File: config.mk
export PLATFORM = sky130hd
export DESIGN_NAME = thermo_to_bin
export DESIGN_NICKNAME = d
export VERILOG_FILES = /design/src/rtl/thermo_to_bin.sv
export SDC_FILE = /design/constraint.sdc
export NUM_CORES = 1
export LEC_CHECK = 0
export ABC_AREA = 0
export CAP_MARGIN = 20
export CORE_MARGIN = 5
export CORE_UTILIZATION = 49
export DETAILED_ROUTE_END_ITERATION = 6
export GPL_TIMING_DRIVEN = 0
export PLACE_DENSITY = 0.84
export SLEW_MARGIN = 30
export SYNTH_ARGS = -nofsm -noshare
export SYNTH_HDL_FRONTEND = slang
export SYNTH_SLANG_ARGS = --single-unit
File: constraint.sdc
create_clock -name clk -period 11.75 [get_ports clk]
set_input_delay 2.35 -clock clk [delete_from_list [all_inputs] [get_ports clk]]
set_output_delay 2.35 -clock clk [all_outputs]
set_load 0.01 [all_outputs]
File: src/rtl/thermo_to_bin.sv
// Thermometer-to-binary converter: zero-latency popcount and bubble flag, plus a
// one-cycle registered copy with a saturating bubble counter for monitoring.
module thermo_to_bin #(
    parameter int CNT_W = 8
) (
    input  logic             clk,
    input  logic             rst_n,
    input  logic [14:0]      thermo,
    input  logic             in_valid,
    output logic [3:0]       bin,
    output logic             bubble,
    output logic [3:0]       bin_q,
    output logic             valid_q,
    output logic             bubble_q,
    output logic [CNT_W-1:0] bubble_cnt
);

    logic [14:0] thermo_inc;

    // Ones-count rather than priority encode, so a single bubble costs at most one LSB.
    always_comb begin
        bin = 4'd0;
        for (int i = 0; i < 15; i++) begin
            bin = bin + {3'd0, thermo[i]};
        end
    end

    // A valid code plus one is a single power of two with no overlap; 0x7FFF wraps to 0.
    assign thermo_inc = thermo + 15'd1;
    assign bubble     = |(thermo & thermo_inc);

    always_ff @(posedge clk) begin
        if (!rst_n) begin
            bin_q      <= 4'd0;
            valid_q    <= 1'b0;
            bubble_q   <= 1'b0;
            bubble_cnt <= '0;
        end else begin
            valid_q <= in_valid;
            if (in_valid) begin
                bin_q    <= bin;
                bubble_q <= bubble;
                if (bubble && (bubble_cnt != {CNT_W{1'b1}})) begin
                    bubble_cnt <= bubble_cnt + 1'b1;
                end
            end
        end
    end

endmodule

==> results.py <==
metrics = {
    "clocking": {
        "htree_levels": 1,
        "cts_tree": "done",
        "clk_path_buf_depth": 2,
        "path_clk_slew_ps": 80,
        "cts_resized": 0,
        "cts_root_buffer": "clkbuf_4",
        "ctsHoldBuffers": 0,
        "postCtsSetupBuffers": 0,
        "numCtsBuffers": 3,
        "clk_latency_ps": 280,
        "clock_sinks": 14,
    },
    "final_layout": {
        "drive_gt1_share_pct": 4.68,
        "area_growth_pct": 36.6,
        "fill_cells": 174,
        "antenna_cells": 0,
        "nets": 206,
        "register_area_um2": 280,
        "multiInputGateArea_um2": 777,
    },
    "routing": {
        "first_pass_iters": 4,
        "drtIter0Drc": 30,
        "wirelength_mm": 2.59,
        "via_per_inst": 5.37,
        "drc_errors": 0,
        "ant_nets": 0,
        "vias": 1068,
        "avgRoutedWirePerCell_um": 13.0,
    },
    "worst_setup_path": {
        "r2r_cells": 5,
        "crit_path_cell_trace": "clkdlybuf4s50_1 > inv_1 > fa_1 > fa_1 > fa_1 > fa_1 > fa_1 > fa_1 > xnor2_1 > clkdlybuf4s50_1",
        "reg2reg_from": "bubble_cnt[0]",
        "startpoint": "thermo[5]",
        "required_ps": 9400,
        "setup.worst_path.class": "in -> out",
        "r2r_slack_ps": 9760,
        "cp_max_fo": 5,
        "crit_top_cell": "fa_1",
        "r2r-end": "bubble_cnt[7]",
        "crit_arrival_ps": 6630,
        "cp-end-kind": "primary output",
        "start_kind": "input port",
        "crit_slowest_cell": "clkdlybuf4s50_1",
        "critical-path-max-stage-delay_ps": 590,
    },
    "power": {
        "p_leak_uw": 0.000682,
        "vdd_drop_max_mv": 0.120,
        "powerDensity_nw_per_um2": 135,
    },
    "grt": {
        "grt_use_met3_pct": 1.97,
        "antenna_found_initial": 0,
        "grt_util_met1_pct": 19.1,
        "grt.busiest_layer": "met2",
        "grt_overflow": 0,
        "met2_usage_pct": 31.1,
        "grt_pass1_wl_mm": 4.61,
        "grtUsageTotal_pct": 17.1,
        "grt_max_degree": 11,
        "grt_pass1_vias": 1115,
    },
    "timing": {
        "min_period_over_period_pct": 76.4,
        "slew_viol_final": 0,
        "rsz0062_at_grt": "false",
        "fin_skew_ps": 4.33,
        "finalSetupViolCount": 0,
        "totalNegativeSetupSlack_ps": 0,
        "max_freq_mhz": 111,
        "worst_pin_slew_ps": 454,
        "fin_crit_ps": 8980,
        "setup_slack_ps": 2770,
        "hold_violations": 0,
        "timing.slew.headroom_pct": 69.7,
    },
    "synthesis": {
        "ys_warn_count": 0,
        "synth_cell_types": 35,
        "synth_cells": 132,
        "ys_seq_area_share_pct": 24.3,
        "netlist_area_um2": 1150,
        "avgSynthCellArea_um2": 8.72,
        "yosys_register_bits": 14,
        "syn-num-nets": 166,
    },
    "die": {
        "core-area_um2": 2230,
        "die_h_um": 58.5,
        "die_area_um2": 3420,
        "num_rows": 17,
        "initial_core_util_pct": 51.5,
        "io_pins": 37,
        "die_w_um": 58.5,
    },
    "hold_path": {
        "min_from": "bin_q[3]",
        "holdPathEnd": "bin_q[3]",
        "hold_depth": 1,
        "hold_path_class": "reg -> reg",
    },
    "run": {
        "max_cap_viol_count": 0,
    },
    "placement": {
        "portBuffers": 35,
        "place_ws_ps": 2760,
        "gp_congestion": 0.935,
        "dp_hpwl_mm": 2.18,
    },
    "run_status": {
        "status": "complete, no violations",
    },
}
==> metrics by stage <==
stage | cells | hold slack, ps | power [uW] | area (um^2) | util [%]
after floorplan | 132 | 501 | 122 | 1150 | -
after global placement | 195 | 464 | 176 | 1540 | 68.8
after detailed placement | 195 | 476 | 181 | 1540 | 68.8
after CTS | 199 | 496 | 215 | 1570 | 70.4
after global routing | 199 | 523 | 234 | 1570 | 70.4
final | 199 | 495 | 213 | 1570 | 70.4
==> worst max-delay path: cells and delay by family <==
kind,cells,cell delay [ps]
adders and majority gates,6,2800
buffers and inverters,3,1250
xor gates and xnor gates,1,230
==> placed cells by master (no fill, tap or decap), types with 5 or more instances in the layout <==
cell and count:
fa_1 10, nand2_1 16, dfxtp_1 14, ha_1 6
o21ai_0 5, inv_1 21, nand2b_1 6, clkdlybuf4s50_1 35
nand3_1 7, mux2i_1 6
==> power by group <==
group / internal (uW) / total (uW) / leakage [uW] / switching [uW]
Clock: 18.8 / 34.4 / 0.0000210 / 15.6
Combinational: 67.0 / 122 / 0.000546 / 55.5
Sequential: 52.7 / 55.8 / 0.000115 / 3.11
==> worst max-delay path by stage <==
stage / to / slack [ps] / cells after the start
3_3_place_gp: bin[2] / 2820 / 10
4_1_cts: bin[2] / 2760 / 10
6_report: bin[2] / 2770 / 10
3_5_place_dp: bin[2] / 2760 / 10
5_1_grt: bin[2] / 2620 / 10
2_1_floorplan: bin[2] / 3960 / 8
==> cells by family after synthesis <==
logic type	Yosys count	synth area share [%]
buffers and inverters	25	8.15
adder cells (fa/ha/maj)	16	23.9
multiplexers	6	5.22
AO/OA/AOI/OAI	19	13.9
XOR/XNOR	1	0.761
AND/OR/NAND/NOR	51	23.7
flip-flops	14	24.3
==> sequential cells by signal, summed over array words and instances (netlist names) <==
signal and flops:
bin_q 4, bubble_cnt 8, valid_q 1, bubble_q 1
==> synthesized netlist by cell type <==
| cell | count | share of area (%) |
|---|---|---|
| nand4_1 | 4 | 2.2 |
| and3_1 | 3 | 1.6 |
| nand2_1 | 16 | 5.2 |
| o21ai_1 | 1 | 0.43 |
| xnor2_1 | 1 | 0.76 |
| o311a_1 | 1 | 0.87 |
| o31ai_4 | 1 | 1.8 |
| or4b_2 | 1 | 0.87 |
| inv_1 | 21 | 6.8 |
| nand2b_1 | 6 | 3.3 |
| nor2b_1 | 3 | 1.6 |
| fa_1 | 10 | 17 |
| nor4_1 | 2 | 1.1 |
| nor3b_1 | 2 | 1.3 |
| or2_2 | 1 | 0.54 |
| nor3_1 | 2 | 0.87 |
| o21ai_0 | 5 | 2.2 |
| a21boi_0 | 1 | 0.65 |
| o21ba_2 | 1 | 0.87 |
| and2_1 | 1 | 0.54 |
| mux2i_1 | 6 | 5.2 |
| a221oi_1 | 1 | 0.76 |
| o211a_1 | 3 | 2.6 |
| ha_1 | 6 | 6.5 |
| or3_1 | 1 | 0.54 |
| dfxtp_1 | 14 | 24 |
| o221a_1 | 1 | 0.98 |
| clkbuf_1 | 4 | 1.3 |
| a31o_1 | 1 | 0.76 |
| nand3b_1 | 1 | 0.65 |
| nand3_1 | 7 | 3.0 |
| nor2_1 | 1 | 0.33 |
| o21a_1 | 1 | 0.65 |
| o22ai_1 | 1 | 0.54 |
| o31a_1 | 1 | 0.76 |
==> routing by layer <==
layer	part of all wire [%]	up-vias	routed length, um
li1	-	523	-
met1	41	501	1060
met2	51	40	1320
met3	6.3	4	162
met4	1.4	0	36
met5	0	-	0
==> layout make-up <==
cell class	instances	share of cell area, %
Buffer	4	0.955
Clock buffer	4	2.31
Multi-Input combinational cell	93	49.4
Timing Repair Buffer	35	22.3
Tap cell	28	2.23
Inverter	21	5.01
Sequential cell	14	17.8
Power figures use the tool's default switching activity.
